**src/rtl/ser_stream_feeder.sv**
```systemverilog
// ser_stream_feeder
//
// Purpose:
//   Parallel-in, serial-out stage that feeds the serial input x_i of the
//   12-bit sequence detector. WIDTH-bit words are taken over a valid/ready
//   handshake and emitted one bit per clock. A one-entry holding register
//   lets consecutive words stream with no idle bit between them, so the
//   detector can see patterns that straddle word boundaries.
//
// Configuration:
//   SER_FEEDER_LSB_FIRST_EN - when defined, words are shifted out LSB first.
//                             When undefined (default), words go MSB first.
//                             Handshake, latency and last_o timing are the
//                             same in both builds.
//
// Ports:
//   clk        in   clock, rising edge
//   reset      in   asynchronous, active-high reset
//   data_i     in   [WIDTH-1:0] parallel word to serialise
//   valid_i    in   data_i is valid
//   ready_o    out  feeder can accept a word this cycle (registered)
//   ser_o      out  serial bit, forced to 0 when ser_vld_o is low
//   ser_vld_o  out  ser_o carries a word bit this cycle
//   last_o     out  ser_o is the final bit of the current word
//   busy_o     out  a word is being shifted or is held

module ser_stream_feeder #(
  parameter int WIDTH = 12
) (
  input  logic             clk,
  input  logic             reset,
  input  logic [WIDTH-1:0] data_i,
  input  logic             valid_i,
  output logic             ready_o,
  output logic             ser_o,
  output logic             ser_vld_o,
  output logic             last_o,
  output logic             busy_o
);

  localparam int CW = (WIDTH > 1) ? $clog2(WIDTH) : 1;
  localparam logic [CW-1:0] LAST_IDX = CW'(WIDTH - 1);

  typedef enum logic {
    IDLE  = 1'b0,
    SHIFT = 1'b1
  } state_t;

  state_t           state_q, state_d;
  logic [WIDTH-1:0] shiftReg_q, shiftReg_d;
  logic [WIDTH-1:0] holdReg_q, holdReg_d;
  logic [CW-1:0]    bitCnt_q, bitCnt_d;
  logic             holdFull_q, holdFull_d;
  logic             last_q, last_d;
  logic             accept;
  logic [WIDTH-1:0] shifted;
  logic             serBit;

  // A word is taken whenever the holding register is free; ready_o comes
  // straight from the hold flag so there is no path from valid_i to ready_o.
  assign accept = valid_i & ~holdFull_q;

  // The bit on the wire is always the tap end of the shift register; the
  // register is cleared on the way back to IDLE so ser_o idles at 0 without
  // any gating.
`ifdef SER_FEEDER_LSB_FIRST_EN
  assign shifted = {1'b0, shiftReg_q[WIDTH-1:1]};
  assign serBit  = shiftReg_q[0];
`else
  assign shifted = {shiftReg_q[WIDTH-2:0], 1'b0};
  assign serBit  = shiftReg_q[WIDTH-1];
`endif

  // Next-state logic. In SHIFT, the counter tracks which bit is on the
  // wire; when the final bit is showing, the next word comes from the hold
  // register first, then from a direct accept, otherwise we fall idle.
  always_comb begin
    state_d    = state_q;
    shiftReg_d = shiftReg_q;
    holdReg_d  = holdReg_q;
    bitCnt_d   = bitCnt_q;
    holdFull_d = holdFull_q;
    last_d     = 1'b0;

    case (state_q)
      IDLE: begin
        if (accept) begin
          shiftReg_d = data_i;
          bitCnt_d   = '0;
          state_d    = SHIFT;
        end
      end

      SHIFT: begin
        if (bitCnt_q != LAST_IDX) begin
          shiftReg_d = shifted;
          bitCnt_d   = bitCnt_q + CW'(1);
          last_d     = (bitCnt_q == LAST_IDX - CW'(1));
          if (accept) begin
            holdReg_d  = data_i;
            holdFull_d = 1'b1;
          end
        end else if (holdFull_q) begin
          shiftReg_d = holdReg_q;
          holdFull_d = 1'b0;
          bitCnt_d   = '0;
        end else if (accept) begin
          shiftReg_d = data_i;
          bitCnt_d   = '0;
        end else begin
          shiftReg_d = '0;
          bitCnt_d   = '0;
          state_d    = IDLE;
        end
      end

      default: begin
        shiftReg_d = '0;
        bitCnt_d   = '0;
        state_d    = IDLE;
      end
    endcase
  end

  // State register; reset throws away both the partial and the held word.
  always_ff @(posedge clk or posedge reset) begin
    if (reset) begin
      state_q    <= IDLE;
      shiftReg_q <= '0;
      holdReg_q  <= '0;
      bitCnt_q   <= '0;
      holdFull_q <= 1'b0;
      last_q     <= 1'b0;
    end else begin
      state_q    <= state_d;
      shiftReg_q <= shiftReg_d;
      holdReg_q  <= holdReg_d;
      bitCnt_q   <= bitCnt_d;
      holdFull_q <= holdFull_d;
      last_q     <= last_d;
    end
  end

  assign ready_o   = ~holdFull_q;
  assign ser_o     = serBit;
  assign ser_vld_o = (state_q == SHIFT);
  assign last_o    = last_q;
  assign busy_o    = (state_q == SHIFT) | holdFull_q;

endmodule

```
**config.mk**
```make
export PLATFORM = sky130hd
export DESIGN_NAME = ser_stream_feeder
export DESIGN_NICKNAME = d
export VERILOG_FILES = /design/src/rtl/ser_stream_feeder.sv
export SDC_FILE = /design/constraint.sdc
export NUM_CORES = 1
export LEC_CHECK = 0
export BUFFER_PORTS_ARGS = -buffer_cell sky130_fd_sc_hd__buf_2
export CAP_MARGIN = 20
export CELL_PAD_IN_SITES_DETAIL_PLACEMENT = 0
export CELL_PAD_IN_SITES_GLOBAL_PLACEMENT = 1
export CORE_ASPECT_RATIO = 1.4
export CORE_MARGIN = 3
export CORE_UTILIZATION = 49
export CTS_BUF_LIST = sky130_fd_sc_hd__clkbuf_16
export CTS_CLUSTER_DIAMETER = 60
export DETAILED_ROUTE_END_ITERATION = 8
export HOLD_SLACK_MARGIN = 0.15
export MAX_ROUTING_LAYER = met4
export PLACE_DENSITY = 0.79
export SETUP_SLACK_MARGIN = 0.1
export SLEW_MARGIN = 20
export SYNTH_ARGS = -nofsm -noshare
export SYNTH_HDL_FRONTEND = slang
export SYNTH_SLANG_ARGS = --single-unit
```
**constraint.sdc**
```tcl
create_clock -name clk -period 2.7 [get_ports clk]
set_input_delay 0.54 -clock clk [delete_from_list [all_inputs] [get_ports clk]]
set_output_delay 0.54 -clock clk [all_outputs]
set_load 0.005 [all_outputs]
```
## Word level (Yosys, flattened, before mapping)

Cells that the tools add are included.

- Output and inout port bits: 5
- Register bits: 31

- Mux-type cells: 16
- Bitwise operators: 4
- Add/subtract/negate cells: 1
- Reductions and logical operators: 2
- Equality and inequality tests: 4

Operator list:

| kind | count |
|---|---|
| $mux 12 | 4 |
| $pmux 12 s2 | 1 |
| $mux 4 | 2 |
| $pmux 4 s2 | 1 |
| $mux 1 | 7 |
| $add 4x1->4 const B | 1 |
| $eq 4x4->1 const B | 1 |
| $ne 2x2->1 const B | 2 |
| $ne 4x4->1 const B | 1 |
| $reduce_and 3->1 | 1 |
| $not 1->1 | 2 |
| $pmux 1 s2 | 1 |
| $reduce_and 2->1 | 1 |
| $and 1x1->1 | 1 |
| $or 1x1->1 | 1 |

## Depth between registers and ports, before layout

- Depth after elaboration: 6
- Depth in mapped cells: 6
- Gate-level depth less buffers: 5

## Worst setup path after synthesis

Ideal clock, no wire load.

- Path kind: flip-flop to flip-flop
- From: register bitCnt_q[0]
- To: register holdReg_q[0]
- Buffers on the path: 1
- Setup time: 0.125 ns
- Arrival: 1.413 ns
- Data required time: 2.575 ns
- Slack: 1.162 ns
- Stages on the path, launching flop included: 7
- Cells stage by stage: dfrtp_1 ha_1 nand3b_1 nand2_2 nor2_4 buf_12 mux2_4

- Longest elaborated chain between the ends: 2

Ends and longest elaborated chain:

| item | RTL line | RTL |
|---|---|---|
| start, declared | 52 | `logic [CW-1:0] bitCnt_q, bitCnt_d;` |
| start signal, assigned | 138 | `bitCnt_q <= bitCnt_d;` |
| $ne 4x4->1 | 95 | `if (bitCnt_q != LAST_IDX) begin` |
| $reduce_and 3->1 (no source line) | - |  |
| end signal, assigned | 137 | `holdReg_q <= holdReg_d;` |
| end, declared | 51 | `logic [WIDTH-1:0] holdReg_q, holdReg_d;` |

Every way passes these cells.
A chain may end at the register's enable or synchronous reset.

## Worst setup path in the final report

- From: register holdFull_q
- To: output port ready_o

- Longest elaborated chain between the ends: 1

Ends and longest elaborated chain:

| item | RTL line | RTL |
|---|---|---|
| start, declared | 53 | `logic holdFull_q, holdFull_d;` |
| start signal, assigned | 139 | `holdFull_q <= holdFull_d;` |
| $not 1->1 | 144 | `assign ready_o = ~holdFull_q;` |
| end, declared | 34 | `output logic ready_o,` |

Every way passes these cells.

==> flow_summary.json <==
{
  "final_core_utilization": 0.5881,
  "grt_max_degree": 32,
  "syn-num-nets": 165,
  "tightest_slew_ps": 651.5,
  "finalHoldViolCount": 0,
  "drv_cap": 0,
  "finalSetupViolCount": 0,
  "first_iter_violations": 38,
  "netlist.area_leader.share": 0.4641,
  "clock_power_share": 0.269,
  "crit_chain": "inv_1, buf_2",
  "slowest_delay_ps": 760,
  "irDropWorstVdd_mv": 0.4787,
  "die_area_um2": 4158,
  "cts_root_buffer": "clkbuf_16",
  "die_w_um": 55.37,
  "endpoint": "ready_o",
  "initial_core_util": 0.5252,
  "r2r-end": "holdReg_q[5]",
  "p_leak_nw": 0.8754,
  "ys_seq_area_frac": 0.4641,
  "antenna_found_initial": 0,
  "internal_power_mw": 1.337,
  "r2r_start": "holdFull_q",
  "nFillCells": 299,
  "hpwl_um": 2431,
  "port-buffer-count": 19,
  "cts_sinks": 31,
  "finalSetupTns_ps": 0,
  "cp-end-kind": "output pin",
  "critPathKind": "register to output pin",
  "reg2reg_depth": 3,
  "vias": 1225,
  "clock.fmax_mhz": 499.1,
  "dr.pass1.iters": 4,
  "die_height_um": 75.11,
  "clk_latency_ps": 270,
  "h-tree-depth": 2,
  "core_region_area_um2": 3183,
  "finalCritPeriodShare": 0.7421,
  "outcome": "finished clean",
  "ys_seq_elements": 31,
  "pin_count": 20,
  "synth_area_leader_cell": "dfrtp_1",
  "reg2reg_slack_ps": 790,
  "grt_pass1_vias": 1249,
  "synth_area_per_cell_um2": 11.29,
  "post-cts-setup-buffer-count": 0,
  "final_nets": 183,
  "routedWlPerCell_um": 17.24,
  "drv_slew": 0,
  "synth_cell_type_count": 37,
  "arrival_ps": 1460,
  "postCtsHoldBufs": 0,
  "period_minus_slack_ps": 2004,
  "rsz0062_at_grt": "no",
  "relSlewSlack": 0.5656,
  "overflow": 0,
  "hold_path_class": "input port to asynchronous set/reset pin",
  "drive_above_1_share": 0.3012,
  "crit_start": "holdFull_q",
  "area_delta_synth_final_pct": 11.98,
  "power_mw": 1.911,
  "swShare": 0.3005,
  "cts_tree": "yes",
  "cts-buffers-inserted": 5,
  "power_density_nw_per_um2": 1021,
  "antenna_cells": 0,
  "cts.reportedPaths.clkPinSlew_ps": 50,
  "gp_congestion": 0.7468,
  "synthTopCellsByArea": "dfrtp_1 (46%), mux2_4 (9.9%), o2bb2ai_1 (5.2%)",
  "yosys_warnings": 0,
  "rows": 24,
  "power.switching_mw": 0.5743,
  "required_ps": 2160,
  "vias_per_cell": 5.976,
  "wl_um": 3535,
  "grt_pass1_wl_um": 5782,
  "ctsResizeCount": 0,
  "ant_nets": 0,
  "cp-start-kind": "register",
  "pwr-share-comb": 0.316,
  "synth_area_um2": 1672,
  "crit_slowest_cell": "dfrtp_1",
  "cts_buffer_depth": 2,
  "seq_power_share": 0.415,
  "crit_fanout": 18,
  "grtUsageTotal": 0.1892,
  "fin_skew_ps": 4.730,
  "synthCells": 148,
  "drc": 0
}
[power by group through the flow]
stage	logic [mW]	clock network [mW]	registers (mW)
3_3_place_gp	0.586	0	0.788
6_report	0.603	0.514	0.794
3_5_place_dp	0.611	0	0.792
2_1_floorplan	0.549	0	0.743
5_1_grt	0.670	0.544	0.817
4_1_cts	0.611	0.521	0.791
[logic make-up after synthesis]
kind of cell	Yosys count	synth area share
buf+inv	13	0.06212
fa+ha+maj	2	0.01497
flops	31	0.4641
compound gates	39	0.1781
simple gates	48	0.1564
mux	15	0.1243
[layer usage]
| metal | share of wire | GRT usage |
|---|---|---|
| met1 | 0.42 | 0.2111 |
| met2 | 0.52 | 0.3171 |
| met3 | 0.050 | 0.05146 |
| met4 | 0.0065 | 0.08919 |
| met5 | 0 | - |
[per-stage QoR]
step | hold WS [ps] | worst slack [ps] | cell area (µm²) | instances
2_1_floorplan | 460.3 | 1162 | 1672 | 148
4_1_cts | 356.8 | 703.5 | 1872 | 205
3_5_place_dp | 495.7 | 811.8 | 1738 | 198
3_3_place_gp | 491.7 | 881.7 | 1738 | 198
5_1_grt | 379.1 | 618.6 | 1872 | 205
6_report | 341.7 | 696.2 | 1872 | 205
[critical path, delay by kind of cell, from the launching register on]
| family | cells | cell delay (ps) |
|---|---|---|
| DFF | 1 | 760 |
| buffers and inverters | 2 | 430 |
[layout make-up]
class | instances | area, µm² | area share
multi-input cells | 104 | 792.0 | 0.4231
flip-flops and latches | 31 | 775.7 | 0.4144
clock buffers | 5 | 125.1 | 0.06684
repair buffers | 21 | 110.1 | 0.05882
well taps | 39 | 48.80 | 0.02607
inverters | 3 | 11.26 | 0.006016
clock inverters | 2 | 8.758 | 0.004679
[state kept, by name (all words and copies together), names as in the netlist]
| signal | flops |
|---|---|
| holdFull_q | 1 |
| last_o | 1 |
| shiftReg_q | 12 |
| holdReg_q | 12 |
| ser_vld_o | 1 |
| bitCnt_q | 4 |
[worst min path at each step]
stage,to,cells after the start
floorplan,shiftReg_q[9],2
global placement,shiftReg_q[11],1
detailed placement,holdReg_q[7],1
CTS,shiftReg_q[1],3
global route,shiftReg_q[1],3
finish,shiftReg_q[1],3
[cell usage after synthesis (all sizes together)]
master,count
clkbuf,2
inv,3
dfrtp,31
o22a,10
nor2b,2
buf,8
and2,2
and3b,1
ha,2
a21oi,7
nor2,18
nand2,10
nand3b,1
a22o,1
o2bb2ai,10
a22oi,6
and4b,1
or2,1
o22ai,1
nand2b,3
mux2,13
a32oi,1
o21ai,3
nand3,9
mux2i,2
[placed cells by master (no fill, tap or decap), types with 2 or more instances in the layout]
cell / count
mux2_2: 2
nand3_1: 9
o22a_2: 3
a22oi_1: 6
nand2b_1: 2
nor2_4: 2
buf_2: 19
o21ai_0: 2
o2bb2ai_1: 10
ha_1: 2
mux2i_1: 2
buf_4: 2
a21oi_1: 7
dfrtp_1: 31
clkbuf_16: 5
inv_1: 3
mux2_4: 11
o22a_1: 7
nand2_1: 9
nor2_1: 16
Power figures use the tool's default switching activity.
